File: config.mk
export PLATFORM = sky130hd
export DESIGN_NAME = hazard_ctrl_param_flat
export DESIGN_NICKNAME = d
export VERILOG_FILES = /design/src/rtl/hazard_ctrl_param_if.sv /design/src/rtl/hazard_ctrl_param.sv /design/src/flat_wrapper.sv
export SDC_FILE = /design/constraint.sdc
export NUM_CORES = 1
export LEC_CHECK = 0
export ABC_CLOCK_PERIOD_IN_PS = 4900
export CORE_ASPECT_RATIO = 0.6
export CORE_MARGIN = 4
export CORE_UTILIZATION = 60
export DETAILED_ROUTE_END_ITERATION = 12
export DONT_BUFFER_PORTS = 1
export GPL_ROUTABILITY_DRIVEN = 1
export HOLD_SLACK_MARGIN = 0.12
export PLACE_DENSITY = 0.73
export SYNTH_ARGS = -nofsm -noshare
export SYNTH_HDL_FRONTEND = slang
export SYNTH_SLANG_ARGS = --single-unit
File: constraint.sdc
create_clock -name clk -period 4.9 [get_ports clk]
set_input_delay 0.735 -clock clk [delete_from_list [all_inputs] [get_ports clk]]
set_output_delay 0.735 -clock clk [all_outputs]
set_load 0.005 [all_outputs]
File: src/rtl/hazard_ctrl_param_if.sv
// Decode/execute hazard interface: decode-side instruction info in, interlock status out.
interface hazard_ctrl_param_if #(
  parameter int RA_W  = 5,
  parameter int CNT_W = 32
);
  logic             de_valid;
  logic [RA_W-1:0]  de_rs;
  logic [RA_W-1:0]  de_rt;
  logic             de_use_rs;
  logic             de_use_rt;
  logic             de_is_load;
  logic [RA_W-1:0]  de_dst;
  logic             de_is_br;
  logic             exe_allowin;
  logic             flush;
  logic             stall;
  logic             de_allowin;
  logic             issue;
  logic [CNT_W-1:0] stall_cnt;

  // Pipeline side: presents the decode instruction and reads back the interlock decision.
  modport master (
    output de_valid, de_rs, de_rt, de_use_rs, de_use_rt, de_is_load, de_dst,
           de_is_br, exe_allowin, flush,
    input  stall, de_allowin, issue, stall_cnt
  );

  // Hazard unit side.
  modport slave (
    input  de_valid, de_rs, de_rt, de_use_rs, de_use_rt, de_is_load, de_dst,
           de_is_br, exe_allowin, flush,
    output stall, de_allowin, issue, stall_cnt
  );
endinterface

File: src/rtl/hazard_ctrl_param.sv
// Parametrised decode/execute interlock: load-destination scoreboard, branch stall
// counter, valid/allowin handshake toward execute and a saturating stall-cycle counter.
module hazard_ctrl_param #(
  parameter int RA_W     = 5,
  parameter int LOAD_LAT = 1,
  parameter int BR_STALL = 3,
  parameter int CNT_W    = 32
) (
  input  logic              clk,
  input  logic              resetn,
  hazard_ctrl_param_if.slave hz
);

  // A zero-length branch stall still needs a one-bit counter; it simply never leaves 0.
  localparam int BR_W = (BR_STALL > 0) ? $clog2(BR_STALL + 1) : 1;
  localparam logic [BR_W-1:0] BR_RELOAD = BR_W'(BR_STALL);

  logic [RA_W-1:0]  sb_q [LOAD_LAT];
  logic [RA_W-1:0]  sb_d [LOAD_LAT];
  logic [BR_W-1:0]  br_cnt_q;
  logic [BR_W-1:0]  br_cnt_d;
  logic [CNT_W-1:0] stall_cnt_q;
  logic [CNT_W-1:0] stall_cnt_d;

  logic lu_hit;
  logic br_stall;
  logic stall;
  logic de_allowin;
  logic issue;

  // Load-use hit: a read source matches a non-zero in-flight load destination.
  always_comb begin
    lu_hit = 1'b0;
    for (int i = 0; i < LOAD_LAT; i++) begin
      if (sb_q[i] != '0) begin
        if ((hz.de_use_rs && (hz.de_rs == sb_q[i])) ||
            (hz.de_use_rt && (hz.de_rt == sb_q[i]))) begin
          lu_hit = 1'b1;
        end
      end
    end
    lu_hit = lu_hit & hz.de_valid;
  end

  assign br_stall   = (br_cnt_q != '0);
  assign stall      = lu_hit | br_stall;
  assign de_allowin = hz.exe_allowin & ~stall;
  assign issue      = hz.de_valid & de_allowin;

  // Scoreboard next state: shift only when execute advances; flush empties every stage.
  always_comb begin
    sb_d = sb_q;
    if (hz.flush) begin
      for (int i = 0; i < LOAD_LAT; i++) begin
        sb_d[i] = '0;
      end
    end else if (hz.exe_allowin) begin
      sb_d[0] = (issue && hz.de_is_load) ? hz.de_dst : '0;
      for (int i = 1; i < LOAD_LAT; i++) begin
        sb_d[i] = sb_q[i-1];
      end
    end
  end

  // Branch stall counter: reload on branch issue, otherwise count down every cycle.
  always_comb begin
    br_cnt_d = br_cnt_q;
    if (hz.flush) begin
      br_cnt_d = '0;
    end else if (issue && hz.de_is_br) begin
      br_cnt_d = BR_RELOAD;
    end else if (br_cnt_q != '0) begin
      br_cnt_d = br_cnt_q - 1'b1;
    end
  end

  // Stall-cycle counter: counts held valid instructions, sticks at all-ones.
  always_comb begin
    stall_cnt_d = stall_cnt_q;
    if (hz.de_valid && stall && (stall_cnt_q != '1)) begin
      stall_cnt_d = stall_cnt_q + 1'b1;
    end
  end

  // State registers with synchronous active-low reset.
  always_ff @(posedge clk) begin
    if (!resetn) begin
      for (int i = 0; i < LOAD_LAT; i++) begin
        sb_q[i] <= '0;
      end
      br_cnt_q    <= '0;
      stall_cnt_q <= '0;
    end else begin
      for (int i = 0; i < LOAD_LAT; i++) begin
        sb_q[i] <= sb_d[i];
      end
      br_cnt_q    <= br_cnt_d;
      stall_cnt_q <= stall_cnt_d;
    end
  end

  assign hz.stall      = stall;
  assign hz.de_allowin = de_allowin;
  assign hz.issue      = issue;
  assign hz.stall_cnt  = stall_cnt_q;

endmodule

File: src/flat_wrapper.sv
// flat-port wrapper written by rule: the top's interface ports become plain ports
module hazard_ctrl_param_flat 
#(
  parameter int RA_W     = 5,
  parameter int LOAD_LAT = 1,
  parameter int BR_STALL = 3,
  parameter int CNT_W    = 32
)
  (clk, resetn, hz_de_valid, hz_de_rs, hz_de_rt, hz_de_use_rs, hz_de_use_rt, hz_de_is_load, hz_de_dst, hz_de_is_br, hz_exe_allowin, hz_flush, hz_stall, hz_de_allowin, hz_issue, hz_stall_cnt);
  hazard_ctrl_param_if #(.RA_W(RA_W), .CNT_W(CNT_W)) hz_i ();
  input  logic clk;
  input  logic resetn;
  input wire logic [$bits(hz_i.de_valid)-1:0] hz_de_valid;
  input wire logic [$bits(hz_i.de_rs)-1:0] hz_de_rs;
  input wire logic [$bits(hz_i.de_rt)-1:0] hz_de_rt;
  input wire logic [$bits(hz_i.de_use_rs)-1:0] hz_de_use_rs;
  input wire logic [$bits(hz_i.de_use_rt)-1:0] hz_de_use_rt;
  input wire logic [$bits(hz_i.de_is_load)-1:0] hz_de_is_load;
  input wire logic [$bits(hz_i.de_dst)-1:0] hz_de_dst;
  input wire logic [$bits(hz_i.de_is_br)-1:0] hz_de_is_br;
  input wire logic [$bits(hz_i.exe_allowin)-1:0] hz_exe_allowin;
  input wire logic [$bits(hz_i.flush)-1:0] hz_flush;
  output wire logic [$bits(hz_i.stall)-1:0] hz_stall;
  output wire logic [$bits(hz_i.de_allowin)-1:0] hz_de_allowin;
  output wire logic [$bits(hz_i.issue)-1:0] hz_issue;
  output wire logic [$bits(hz_i.stall_cnt)-1:0] hz_stall_cnt;
  assign hz_i.de_valid = hz_de_valid;
  assign hz_i.de_rs = hz_de_rs;
  assign hz_i.de_rt = hz_de_rt;
  assign hz_i.de_use_rs = hz_de_use_rs;
  assign hz_i.de_use_rt = hz_de_use_rt;
  assign hz_i.de_is_load = hz_de_is_load;
  assign hz_i.de_dst = hz_de_dst;
  assign hz_i.de_is_br = hz_de_is_br;
  assign hz_i.exe_allowin = hz_exe_allowin;
  assign hz_i.flush = hz_flush;
  assign hz_stall = hz_i.stall;
  assign hz_de_allowin = hz_i.de_allowin;
  assign hz_issue = hz_i.issue;
  assign hz_stall_cnt = hz_i.stall_cnt;
  hazard_ctrl_param #(.RA_W(RA_W), .LOAD_LAT(LOAD_LAT), .BR_STALL(BR_STALL), .CNT_W(CNT_W)) u_core (.clk(clk), .resetn(resetn), .hz(hz_i));
endmodule
==> out/results.txt <==
Worst hold margin -> 525 ps
Final Hold Fails -> 0
Setup_tns -> 0 ps
Worst VDD drop -> 171 uV
DRC -> 0
Period utilization -> 61.8%
Antenna-violating nets left -> 0
Site Rows -> 16
All-Layer GR Usage -> 24.2%
Min-delay worst type -> reg2reg
Vias in the first global route -> 1797
Global-route wire length before repair -> 9.40 mm
Seq pwr share -> 55.3%
R2r setup slk -> 2000 ps
Syn Area/Cell -> 8.00 um2
Core area -> 3400 um2
Setup crit end -> hz_issue
Setup Viol. Count Final -> 0
Sequential Area -> 781 um2
Post-synthesis cell area -> 2230 um2
Worst reg2reg path endpoint -> u_core.hz.stall_cnt[8]
Fill count -> 311
Die width -> 86.7 um
Layout Utilization -> 68.6%
Vias/cell -> 6.79
Worst EP required -> 4160 ps
Worst Path Arrival -> 2290 ps
Fmax -> 0.330 GHz
Vias -> 2154
YS warnings -> 0
Boundary pin count -> 59
Post-synthesis register bit count -> 39
Crit path time final -> 3030 ps
Final Skew -> 2.51 ps
IO buf count -> 0
Worst-Margin Slew -> 877 ps
Critical Path Stages -> 6
1st-iter DRT viols -> 163
Gate power share -> 8.0%
Max_cap viols -> 0
Buf/Inv on CP -> 1
CP Max Fanout -> 37
Root buf cell -> clkbuf_8
Clk_lat worst skew -> 290 ps
Initial core utilization -> 65.6%
Leakage -> 0.000669 uW
Total power per unit cell area -> 249 nW/um2
# nets final -> 297
Crit path kind -> reg2out
Antenna violations before repair -> 0
Layout cells sized above 1 -> 6.99%
H-tree depth -> 2
Syn Inst Count -> 279
Synthesis-to-finish area growth -> 4.71%
R2R depth -> 7
Reg2reg start -> u_core.hz.stall_cnt[0]
WL per Instance -> 18.2 um
Largest net degree at the start of global routing -> 38
Multi-input gate area -> 1380 um2
Pre-CTS WS -> 1920 ps
Status -> finished, final reports clean
Die height -> 55.2 um
Final WL -> 5.78 mm
Post-CTS Setup Bufs -> 0
Total CTS buffers -> 5
Hold-fix buffers, CTS -> 0
Detailed placement HPWL -> 4.09 mm
Slew Limit Fails -> 0
PnR worst setup slack -> 1870 ps
Worst-path cell chain -> xnor2_1 -> nand4_1 -> o22ai_1 -> a21boi_4 -> buf_4 -> and2_1
Internal power -> 431 uW
Syn nets -> 305
Worst Setup SP -> u_core.sb_q[2]
RSZ-0062 raised after global routing -> false
Unique masters post-synth -> 38
GRT overflow -> 0
Register area share after synthesis -> 35.0%
CTS sink count -> 39
Die area -> 4790 um2
Crit path max-delay family -> compound AO/OA/AOI/OAI gates
GPL Wtd Cong -> 0.804
Slowest cell on crit path -> a21boi_4
Net Sw Power -> 151 uW
# diodes -> 0
Clock power frac -> 36.8%
CP startpoint kind -> register
Worst setup EP type -> output port
Post-CTS Resized -> 0
Clock transition at path regs -> 80 ps
CTS tree -> built
Longest Clk Path Bufs -> 2
Max incr delay on CP -> 550 ps
Sw frac -> 26.0%
Pre-antenna DRT Iters -> 5
Slew margin rel. -> 41.1%
## synth_stat cells (all sizes together)
library cell   n  area (um2)
or2            2        12.5
dfxtp         39         781
mux2i          5        50.1
nor3           2        10.0
and3           6        37.5
nor4b          1        8.76
ha             2        25.0
o311ai         1        8.76
o22ai          1        6.26
clkbuf        14        52.6
or3           13        86.3
or4           22         169
a21boi         1        7.51
nand4b         1        8.76
o21ai          8        40.0
nand2         25        93.8
o211ai         1        7.51
xnor2         10        87.6
o31ai         15         113
nand3         18        90.1
o41ai          2        17.5
or3b           1        8.76
or4b           1        10.0
and4           4        35.0
inv            5        18.8
a21oi         32         160
xor2           1        8.76
nand2b        13        81.3
and2           3        18.8
buf            3        15.0
o31a           1        8.76
nand4         13        87.6
nor4           5        31.3
o21a           1        7.51
nor2           7        26.3
## worst min path at each step
| stage | startpoint | to | cells after the start |
|---|---|---|---|
| floorplan | u_core.hz.stall_cnt[27] | u_core.hz.stall_cnt[27] | 2 |
| CTS | u_core.hz.stall_cnt[21] | u_core.hz.stall_cnt[21] | 2 |
| global route | u_core.hz.stall_cnt[23] | u_core.hz.stall_cnt[23] | 2 |
| finish | u_core.hz.stall_cnt[21] | u_core.hz.stall_cnt[21] | 2 |
| detailed placement | u_core.hz.stall_cnt[21] | u_core.hz.stall_cnt[21] | 2 |
| global placement | u_core.hz.stall_cnt[21] | u_core.hz.stall_cnt[21] | 2 |
## state kept, by name, indices dropped and copies added (netlist names)
signal	flops
u_core.br_cnt_q	2
u_core.sb_q	5
u_core.hz.stall_cnt	32
## worst reg2reg max path, cell delays in order, from the launching register on
cell	delay, ps
dfxtp_1	460
ha_1	250
nand2_1	100
or4_4	470
or4_1	600
nand2_1	580
or4b_2	250
a21oi_1	60
## cell usage in the layout (no fill, tap or decap), types with 3 or more instances in the layout
cell type	n
a21oi_1	32
and2_1	3
and3_1	6
and4_1	4
clkbuf_8	5
clkinv_2	3
dfxtp_1	39
inv_1	5
mux2i_1	5
nand2_1	25
nand2b_1	13
nand3_1	18
nand4_1	12
nor2_1	7
nor4_1	4
o21ai_0	8
o31ai_1	15
or3_1	12
or4_1	21
xnor2_1	10
## stage by stage
step	instances	cell area, um2	power (uW)
global route	317	2340	605
global placement	309	2250	374
CTS	317	2340	584
floorplan	279	2230	369
detailed placement	309	2250	375
finish	317	2340	582
## cell type report
class / count / area share (%)
Inverter: 5 / 0.803
Multi-Input combinational cell: 218 / 59.1
Clock buffer: 5 / 2.95
Sequential cell: 39 / 33.4
Tap cell: 45 / 2.41
Timing Repair Buffer: 2 / 0.643
Clock inverter: 3 / 0.643
## per-layer routing
metal  vias to the layer above  part of all wire (%)  global-route usage [%]
li1                       1050                     -                       -
met4                         0                  0.92                    6.67
met3                         8                    11                    8.47
met1                       985                    49                    38.4
met2                       111                    39                    29.6
met5                         -                     0                       0
## power by group through the flow
stage	logic (uW)	clock network (uW)	registers, uW
floorplan	40.7	0	328
global placement	44.9	0	329
detailed placement	45.8	0	329
CTS	45.9	217	321
global route	51.5	232	322
finish	46.5	214	321
## cell families after synthesis
kind of cell,Yosys count,synth area share (%)
buffers and inverters,22,3.87
flip-flops,39,35.0
adder cells (fa/ha/maj),2,1.12
XOR/XNOR,11,4.32
AND/OR/NAND/NOR,137,36.6
multiplexers,5,2.24
AO/OA/AOI/OAI,63,16.9
No activity file was read; power rests on OpenSTA's default activity.
